==> src/rtl/lcd_arbiter_pkg.sv <==
// Shared types and constants for the LCD arbiter: FSM encoding, LCD op codes,
// default wait-state timeout and the registered command payload.
package lcd_arbiter_pkg;

  typedef enum logic [1:0] {
    ST_IDLE      = 2'd0,
    ST_WAIT_BUSY = 2'd1,
    ST_WAIT_RDY  = 2'd2
  } state_t;

  localparam logic [1:0] OP_WRITE_DATA = 2'd1;
  localparam logic [1:0] OP_COMMAND    = 2'd3;

  localparam int unsigned TIMEOUT_DEFAULT = 50000;
  localparam int unsigned CNT_W           = 16;

  typedef struct packed {
    logic [7:0] data;
    logic [1:0] ops;
  } lcd_cmd_t;

endpackage

==> src/rtl/lcd_arbiter_rr_pick.sv <==
// Round-robin winner selection; a locked, still-requesting last winner keeps the bus.
module lcd_arbiter_rr_pick #(
  parameter int unsigned NUM_REQ = 2,
  parameter int unsigned IDX_W   = 1
) (
  input  logic [NUM_REQ-1:0] req,
  input  logic [NUM_REQ-1:0] lock,
  input  logic [IDX_W-1:0]   last,
  output logic [NUM_REQ-1:0] grant_c,
  output logic [IDX_W-1:0]   idx_c,
  output logic               vld_c
);

  int unsigned cand;

  always_comb begin
    grant_c = '0;
    idx_c   = last;
    vld_c   = 1'b0;
    cand    = 0;
    if (req[last] && lock[last]) begin
      vld_c = 1'b1;
    end else begin
      // Search starts one past the last winner and wraps, so last is checked last.
      for (int unsigned i = 1; i <= NUM_REQ; i++) begin
        cand = (32'(last) + i) % NUM_REQ;
        if (!vld_c && req[IDX_W'(cand)]) begin
          vld_c = 1'b1;
          idx_c = IDX_W'(cand);
        end
      end
    end
    if (vld_c) grant_c[idx_c] = 1'b1;
  end

endmodule

==> src/rtl/lcd_arbiter.sv <==
// Arbitrates NUM_REQ requesters onto a single LCD driver handshake with a
// per-wait-state timeout; the driver itself lives outside this block.
module lcd_arbiter
  import lcd_arbiter_pkg::*;
#(
  parameter int unsigned NUM_REQ        = 2,
  parameter int unsigned TIMEOUT_CYCLES = TIMEOUT_DEFAULT
) (
  input  logic                 clk_i,
  input  logic                 rst_i,
  input  logic [NUM_REQ-1:0]   req_i,
  input  logic [8*NUM_REQ-1:0] data_i,
  input  logic [2*NUM_REQ-1:0] ops_i,
  input  logic [NUM_REQ-1:0]   lock_i,
  output logic [NUM_REQ-1:0]   gnt_o,
  output logic [NUM_REQ-1:0]   done_o,
  output logic                 err_o,
  output logic [7:0]           lcd_data_o,
  output logic [1:0]           lcd_ops_o,
  output logic                 lcd_enb_o,
  output logic                 lcd_rst_o,
  input  logic                 lcd_rdy_i
);

  localparam int unsigned IDX_W = $clog2(NUM_REQ);

  state_t             state;
  lcd_cmd_t           cmd_q;
  logic [IDX_W-1:0]   last_winner;
  logic [CNT_W-1:0]   wait_cnt;
  logic [CNT_W-1:0]   cnt_inc_c;
  logic               timeout_c;
  logic [NUM_REQ-1:0] pick_gnt_c;
  logic [IDX_W-1:0]   pick_idx_c;
  logic               pick_vld_c;

  lcd_arbiter_rr_pick #(
    .NUM_REQ (NUM_REQ),
    .IDX_W   (IDX_W)
  ) u_rr_pick (
    .req     (req_i),
    .lock    (lock_i),
    .last    (last_winner),
    .grant_c (pick_gnt_c),
    .idx_c   (pick_idx_c),
    .vld_c   (pick_vld_c)
  );

  assign cnt_inc_c  = wait_cnt + CNT_W'(1);
  assign timeout_c  = (cnt_inc_c == CNT_W'(TIMEOUT_CYCLES));
  assign lcd_data_o = cmd_q.data;
  assign lcd_ops_o  = cmd_q.ops;

  always_ff @(posedge clk_i) begin
    lcd_rst_o <= rst_i;
    if (rst_i) begin
      state       <= ST_IDLE;
      cmd_q       <= '0;
      lcd_enb_o   <= 1'b0;
      gnt_o       <= '0;
      done_o      <= '0;
      err_o       <= 1'b0;
      wait_cnt    <= '0;
      last_winner <= IDX_W'(NUM_REQ - 1);
    end else begin
      done_o <= '0;
      unique case (state)
        ST_IDLE: begin
          wait_cnt <= '0;
          if (lcd_rdy_i && pick_vld_c) begin
            cmd_q.data  <= data_i[{pick_idx_c, 3'b000} +: 8];
            cmd_q.ops   <= ops_i[{pick_idx_c, 1'b0} +: 2];
            lcd_enb_o   <= 1'b1;
            gnt_o       <= pick_gnt_c;
            last_winner <= pick_idx_c;
            state       <= ST_WAIT_BUSY;
          end
        end
        ST_WAIT_BUSY, ST_WAIT_RDY: begin
          wait_cnt <= cnt_inc_c;
          // Timeout wins over the handshake so a stuck driver always releases the bus.
          if (timeout_c) begin
            err_o     <= 1'b1;
            lcd_enb_o <= 1'b0;
            done_o    <= gnt_o;
            gnt_o     <= '0;
            wait_cnt  <= '0;
            state     <= ST_IDLE;
          end else if (state == ST_WAIT_BUSY && !lcd_rdy_i) begin
            lcd_enb_o <= 1'b0;
            wait_cnt  <= '0;
            state     <= ST_WAIT_RDY;
          end else if (state == ST_WAIT_RDY && lcd_rdy_i) begin
            done_o   <= gnt_o;
            gnt_o    <= '0;
            wait_cnt <= '0;
            state    <= ST_IDLE;
          end
        end
        default: state <= ST_IDLE;
      endcase
    end
  end

endmodule
==> config.mk <==
export PLATFORM = sky130hd
export DESIGN_NAME = lcd_arbiter
export DESIGN_NICKNAME = d
export VERILOG_FILES = /design/src/rtl/lcd_arbiter_pkg.sv /design/src/rtl/lcd_arbiter_rr_pick.sv /design/src/rtl/lcd_arbiter.sv
export SDC_FILE = /design/constraint.sdc
export NUM_CORES = 1
export LEC_CHECK = 0
export CAP_MARGIN = 20
export CORE_MARGIN = 2
export CORE_UTILIZATION = 28
export DETAILED_ROUTE_END_ITERATION = 7
export HOLD_SLACK_MARGIN = 0.1
export PLACE_DENSITY = 0.58
export RECOVER_POWER = 25
export SLEW_MARGIN = 0
export SYNTH_ARGS = -nofsm -noshare
export SYNTH_HDL_FRONTEND = slang
export SYNTH_SLANG_ARGS = --single-unit
==> constraint.sdc <==
create_clock -name clk_i -period 2.5 [get_ports clk_i]
set_clock_uncertainty 0.05 [all_clocks]
set_input_delay 0.5 -clock clk_i [delete_from_list [all_inputs] [get_ports clk_i]]
set_output_delay 0.5 -clock clk_i [all_outputs]
set_load 0.02 [all_outputs]
==> results of run 1 <==
## registers in the layout, indices dropped and copies added, names as in the netlist, 2 cells and up
register / flops
done_o: 2
lcd_ops_o: 2
state: 2
gnt_o: 2
lcd_data_o: 8
wait_cnt: 16
## layer usage
metal | track usage | vias to the layer above
li1 | - | 996
met1 | 0.1875 | 886
met2 | 0.2204 | 78
met3 | 0.05090 | 13
met4 | 0.04895 | 0
met5 | 0 | -
## final cells by class
class / instances / area (um2) / area share
Timing Repair Buffer: 69 / 618.1 / 0.2217
Inverter: 6 / 22.52 / 0.008079
Clock inverter: 3 / 18.77 / 0.006733
Sequential cell: 36 / 724.4 / 0.2599
Clock buffer: 5 / 68.82 / 0.02469
Tap cell: 96 / 120.1 / 0.04309
Multi-Input combinational cell: 185 / 1215 / 0.4358
## stage by stage
stage | total power, mW | hold WS, ns
2_1_floorplan | 0.9481 | 0.4079
6_report | 1.554 | 0.4303
5_1_grt | 1.650 | 0.4670
3_5_place_dp | 1.158 | 0.4179
3_3_place_gp | 1.155 | 0.4187
4_1_cts | 1.584 | 0.4299
## power by group through the flow
stage	Clock, mW	Sequential, mW	Combinational (mW)
2_1_floorplan	0	0.706	0.242
4_1_cts	0.437	0.657	0.490
3_5_place_dp	0	0.669	0.489
6_report	0.417	0.656	0.480
5_1_grt	0.457	0.664	0.530
3_3_place_gp	0	0.666	0.489
## worst max path at each step
stage,startpoint,end,slack [ns],cells past startpoint
2_1_floorplan,wait_cnt[0],gnt_o[1],0.17,8
3_3_place_gp,wait_cnt[4],state[0],0.05,9
3_5_place_dp,wait_cnt[0],state[0],0.03,9
4_1_cts,wait_cnt[0],state[0],0.06,9
5_1_grt,wait_cnt[0],done_o[0],0.02,9
6_report,wait_cnt[5],wait_cnt[2],0.19,8
## repair_timing
item / in CTS / in global routing
gates resized for setup: 2 / 7
cloned: 0 / 0
buffers inserted: 0 / 3
endpoints found under the setup margin: 1 / 8
hold endpoints to repair: 0 / 0
pin swaps: 0 / 2
## cells in the mapped netlist (3+ instances only)
cell      instances
a211oi_1          3
a21oi_1           5
a311oi_1         11
a31oi_1           4
and2_1            5
and3_1            5
clkbuf_1          9
dfxtp_1          36
ha_1              6
inv_1             5
nand2_1          43
nand2b_1          3
nand3_1           9
nand4_1           6
nand4b_1          3
nor2_1           18
nor2b_1           3
o211ai_1          5
o21ai_0          13
xnor2_1           4
xor2_1            4
## placed cells by master (no fill, tap or decap), types with 2 or more instances in the layout
cell	netlist	final
dlygate4sd3_1	0	10
nand2_1	43	43
dfxtp_1	36	33
o21ai_0	13	13
a21oi_1	5	5
clkinv_2	0	2
a211oi_1	3	3
a221oi_1	2	2
nor4_1	2	2
nand3b_1	2	2
dfxtp_2	0	3
nor2_1	18	18
mux2i_1	2	2
nand3_1	9	7
and2_1	5	5
o211ai_1	5	5
nand4b_1	3	3
or2_2	2	2
inv_1	5	5
clkbuf_8	0	5
and3_1	5	5
nor4_4	2	3
xor2_1	4	4
xnor2_1	4	4
nand4_1	6	6
clkbuf_1	9	2
a22o_1	2	2
a31oi_1	4	4
nor2b_1	3	3
nand3_2	0	2
clkdlybuf4s50_1	0	33
nand2b_1	3	3
buf_4	0	24
a311oi_1	11	11
ha_1	6	5
## cell families after synthesis
family | synth area share
and+or+nand+nor | 0.3107
AOI/OAI and AO/OA | 0.2001
DFF | 0.3659
buffers and inverters | 0.03367
xor gates and xnor gates | 0.03557
adders and majority gates | 0.03812
muxes | 0.01588
## critical path, stage by stage, from the launching register on
cell	delay, ns
dfxtp_1	0.47
nand3_4	0.19
nor4_1	0.35
buf_4	0.17
xnor2_1	0.21
a21oi_4	0.08
a21o_2	0.27
or2_2	0.28
a31oi_1	0.16
==> results by group, run 1 <==
Synthesis
  • Post-synth EDFFs: 0
  • Library cells used by synthesis: 50
  • Top_reg_cell synth: dfxtp_1
  • Area leader, netlist: dfxtp_1
  • Mapped Cells: around 240
  • Avg Synthesized Cell Area: 8.275 um2
  • Synth warn: 0
  • Post-synthesis async set-or-reset flop share: 0
  • Flops & latches, synth: 36
  • Register area share after synthesis: 0.3659
  • Synth area leaders: dfxtp_1 (37%), nand2_1 (8.2%), a311oi_1 (4.9%), ha_1 (3.8%), nor2_1 (3.4%)
  • Synthesized area: 0.001969 mm2
  • Post-synthesis net count: about 270
  • Share of the synthesized area in the top cell type: 0.3659

Worst setup path
  • Crit path DAT: around 2.5 ns
  • R2R cell count: 8
  • Crit end category: flip-flop
  • Reg-to-reg slack, setup: ~0.19 ns
  • WP data required: 2.67 ns
  • Worst R2R Start: wait_cnt[5]
  • Crit Path Class: reg -> reg
  • Setup crit start kind: flip-flop
  • Worst-path maximum fanout: 8
  • Worst R2R End: wait_cnt[2]

Detailed routing
  • Avg Vias per Cell: 4.933
  • Post-route ant nets: 0
  • Routed len/inst: approximately 13 um
  • Wire length on met1: 2495 um
  • DRC: 0
  • Via count: 1973
  • Met3 wire length: 394 um
  • Initial DRC Count: roughly 120
  • Final wirelength: 5322 um
  • Met2 WL: 2349 um
  • Pre-antenna DRT Iters: 4
  • Uppermost routed layer: met4

Clock tree
  • Reg clk slew, reported paths: 0.07 ns
  • # H-tree levels: 2
  • CTS max path bufs: 2
  • Hold_buf cts: 0
  • Worst skew pair latency: 0.29 ns
  • Clock sink count: 36
  • CTS tree: built
  • Root Driver: clkbuf_8
  • Inserted Clock Buffers: 5

Finish
  • Final std cell area, no fill: 0.002788 mm2
  • Layout area overhead: 41.55%
  • Final std cells w/o fill: 400
  • Final core utilization: 0.4103
  • Diodes inserted: 0
  • Share of cells above drive strength 1: 0.1678
  • # nets final: around 340
  • # fillers: 712

Floorplan
  • Io pins: 44
  • Die Area: 0.007720 mm2
  • Die height: 87.87 um
  • Core area: 0.006794 mm2
  • Initial core utilization: 0.2899
  • Die width: between 80 and 90 um
  • # rows: 30

Place
  • I/O Buffers: 43
  • GPL Wtd Cong: 0.8393
  • Placed Area: 0.002649 mm2
  • Dpl hpwl: 3978 um
  • Pre-CTS setup slack: 0.03090 ns
  • Placed insts: 389

Pwr
  • Int Power: just over 1 mW
  • Pwr dens: about 560 mW/mm2
  • Power share of the sequential group: 0.422
  • Clk network pwr share: 0.269
  • Sw Ratio: 0.3309
  • Combinational Power Share: 0.309
  • Pleak: 1.080 nW
  • Max IR drop VDD: 0.0002842 V
  • P_sw: 514.2 uW

Min path
  • Hold path startpoint: wait_cnt[15]
  • Hold path cells: 2
  • WHS Endpoint: wait_cnt[15]
  • Worst Hold Class: reg -> reg

Timing
  • RSZ-0062 raised after global routing: false
  • Tcrit/Tclk final: 0.9247
  • Final setup vio count: 0
  • Final setup TNS: 0 ns
  • Slew @ Worst Pin: roughly 0.52 ns
  • Relative slew slack: 0.6551
  • Highest clock rate: 432.6 MHz
  • Final Hold Vio Count: 0
  • Fin. max-slew vios: 0
  • Min Tclk post-route: 2.312 ns
  • Post-route setup slack: 0.1883 ns

Flow run
  • Max-cap violation count: 0

Global route
  • Largest net degree at the start of global routing: 21
  • Initial antenna violation count: 0
  • Vias in the first global route: 1910
  • First-pass GRT wire length: 8728 um
  • Grt ovf: 0
  • GR Util All Layers: 0.1437

Outcome
  • Status: finished, final reports clean
(Power assumes the default switching activity.)
==> inputs of run 2 (changes only) <==
--- a/constraint.sdc
+++ b/constraint.sdc
@@ -3,3 +3,3 @@
 set_input_delay 0.5 -clock clk_i [delete_from_list [all_inputs] [get_ports clk_i]]
 set_output_delay 0.5 -clock clk_i [all_outputs]
-set_load 0.02 [all_outputs]
+set_load 0.1 [all_outputs]
==> run 2 against run 1 <==
Compared with the run above:
- count of clock-buffer cells in the layout unchanged
- register-to-register slack worse by 0.04 ns
- sequential power about the same
- worst setup slack worse by 0.044 ns
- total power up 19%
- hold slack better by 0.0043 ns
- cell area down 2.2%
- via count down 2.0%
- largest cell class unchanged
==> results by group, run 2 (synthesis results as in run 1) <==
Outcome
  • Status: finished, final reports clean

Clock tree
  • CTS max path bufs: 2
  • Reg clk slew, reported paths: 0.08 ns
  • # H-tree levels: 2
  • Clock sink count: 36
  • Root Driver: clkbuf_8
  • Inserted Clock Buffers: 5
  • Worst skew pair latency: between 0.2 and 0.3 ns
  • CTS tree: built

Finish
  • Largest register FFs: 16
  • Biggest register: wait_cnt
  • Diodes inserted: 0
  • Most frequent cells in the layout: nand2_1 (43), dfxtp_1 (33), buf_4 (28), clkdlybuf4s50_1 (26), nor2_1 (18)
  • # nets final: 334
  • Commonest non-fill, non-tap cell in the layout: nand2_1
  • Final std cell area, no fill: 0.002728 mm2
  • Layout area overhead: 38.50%
  • Final std cells w/o fill: 398
  • Share of cells above drive strength 1: 0.1854

Worst setup path
  • Reg-to-reg slack, setup: 0.14 ns
  • WP data required: 2.64 ns
  • R2R cell count: 7
  • Crit path DAT: 2.49 ns
  • Crit Path Class: reg -> reg
  • CP max stage cell: dfxtp_1
  • Max incr delay on CP: approximately 0.48 ns
  • Buf+Inv Stages, Crit Path: 0
  • Worst R2R End: gnt_o[1]
  • Worst R2R Start: wait_cnt[5]
  • CP Cell Sequence: nand3_4 -> nor4_4 -> xor2_1 -> nor4_4 -> nand2_2 -> a32o_1 -> a22o_1
  • Crit end category: flip-flop
  • Most used cell, CP: nor4_4
  • Setup crit start kind: flip-flop
  • CP top delay family: simple AND/OR/NAND/NOR gates
  • Worst-path maximum fanout: 6

Detailed routing
  • Initial DRC Count: 110
  • Post-route ant nets: 0
  • Final wirelength: about 5300 um
  • DRC: 0
  • Pre-antenna DRT Iters: 4
  • Routed len/inst: 13.38 um
  • Via count: 1933
  • Avg Vias per Cell: between 4 and 5

Timing
  • Relative slew slack: 0.2066
  • Min Tclk post-route: ~2.4 ns
  • Tcrit/Tclk final: 0.9424
  • Highest clock rate: 424.5 MHz
  • Final Hold Vio Count: 0
  • Slew @ Worst Pin: 1.195 ns
  • Final setup vio count: 0
  • Fin. max-slew vios: 0

Global route
  • First-pass GRT wire length: 8797 um
  • Vias in the first global route: approximately 1.9k
  • GR Util All Layers: 0.1439
  • Grt ovf: 0
  • Initial antenna violation count: 0
  • Largest net degree at the start of global routing: 21

Floorplan
  • Core area: 0.006794 mm2
  • Die height: approximately 88 um
  • # rows: 30
  • Initial core utilization: 0.2899
  • Die Area: 0.007720 mm2
  • Io pins: 44
  • Die width: 87.87 um

Pwr
  • Pleak: roughly 1.0 nW
  • Pwr dens: ~680 mW/mm2
  • Max IR drop VDD: 0.0004092 V

Place
  • Dpl hpwl: 3936 um
  • Placed Area: roughly 0.0026 mm2
  • GPL Wtd Cong: 0.8328
  • I/O Buffers: 43
  • Placed insts: 388

Min path
  • Hold path startpoint: wait_cnt[15]
  • Hold path cells: 2
  • WHS Endpoint: wait_cnt[15]
  • Worst Hold Class: reg -> reg

Flow run
  • Max-cap violation count: 0
[run 2: power by group]
part | switching [mW] | internal, mW | leakage, nW
Combinational | 0.465 | 0.197 | 0.687
Clock | 0.229 | 0.295 | 0.0541
Sequential | 0.0354 | 0.623 | 0.295
Total | 0.729 | 1.12 | 1.04
[run 2: per-layer routing]
metal | part of all wire | GRT usage | wire length (um) | vias up
li1 | - | - | - | 994
met1 | 0.47 | 0.1853 | 2493 | 861
met2 | 0.44 | 0.2280 | 2344 | 72
met3 | 0.085 | 0.05749 | 450 | 6
met4 | 0.0068 | 0.03077 | 36 | 0
met5 | 0 | 0 | 0 | -
[run 2: how the worst max path moves through the flow]
| stage | start | depth (start not counted) | slack, ns | endpoint |
|---|---|---|---|---|
| 3_3_place_gp | wait_cnt[4] | 9 | 0.05 | state[0] |
| 4_1_cts | wait_cnt[0] | 9 | 0.01 | state[0] |
| 5_1_grt | wait_cnt[5] | 8 | -0.01 | wait_cnt[2] |
| 3_5_place_dp | lcd_rdy_i | 8 | 0.04 | wait_cnt[2] |
| 2_1_floorplan | wait_cnt[0] | 8 | 0.17 | gnt_o[0] |
| 6_report | wait_cnt[5] | 7 | 0.14 | gnt_o[1] |
[run 2: per-stage QoR]
step	setup WS [ns]	TNS [ns]	power [mW]	utilization	hold WS [ns]
finish	0.1440	0	1.845	0.4015	0.4346
floorplan	0.1677	0	1.154	-	0.4079
global route	-0.01134	-0.01654	1.946	0.4015	0.4532
detailed placement	0.03847	0	1.352	0.3825	0.4241
CTS	0.01296	0	1.889	0.3989	0.4372
global placement	0.04998	0	1.348	0.3825	0.4215
[run 2: area by class of cell]
type / instances / area, um2
inverter: 6 / 22.52
clock buffer: 5 / 68.82
sequential: 36 / 724.4
multi-input combinational: 185 / 1230
timing repair buffer: 67 / 519.2
tap: 96 / 120.1
fill: 729 / 4066
clock inverter: 3 / 42.54
[run 2: worst register-to-register path, stage by stage (launching register included)]
cell and delay, ns:
dfxtp_1 0.48, nand3_4 0.19, nor4_4 0.36, xor2_1 0.15, nor4_4 0.38, nand2_2 0.13, a32o_1 0.29, a22o_1 0.23
[run 2: timing repair]
| action | CTS | global route |
|---|---|---|
| buffers inserted | 0 | 2 |
| gates resized for setup | 0 | 11 |
| hold buffers | 0 | 0 |
| endpoints found under the setup margin | 0 | 16 |
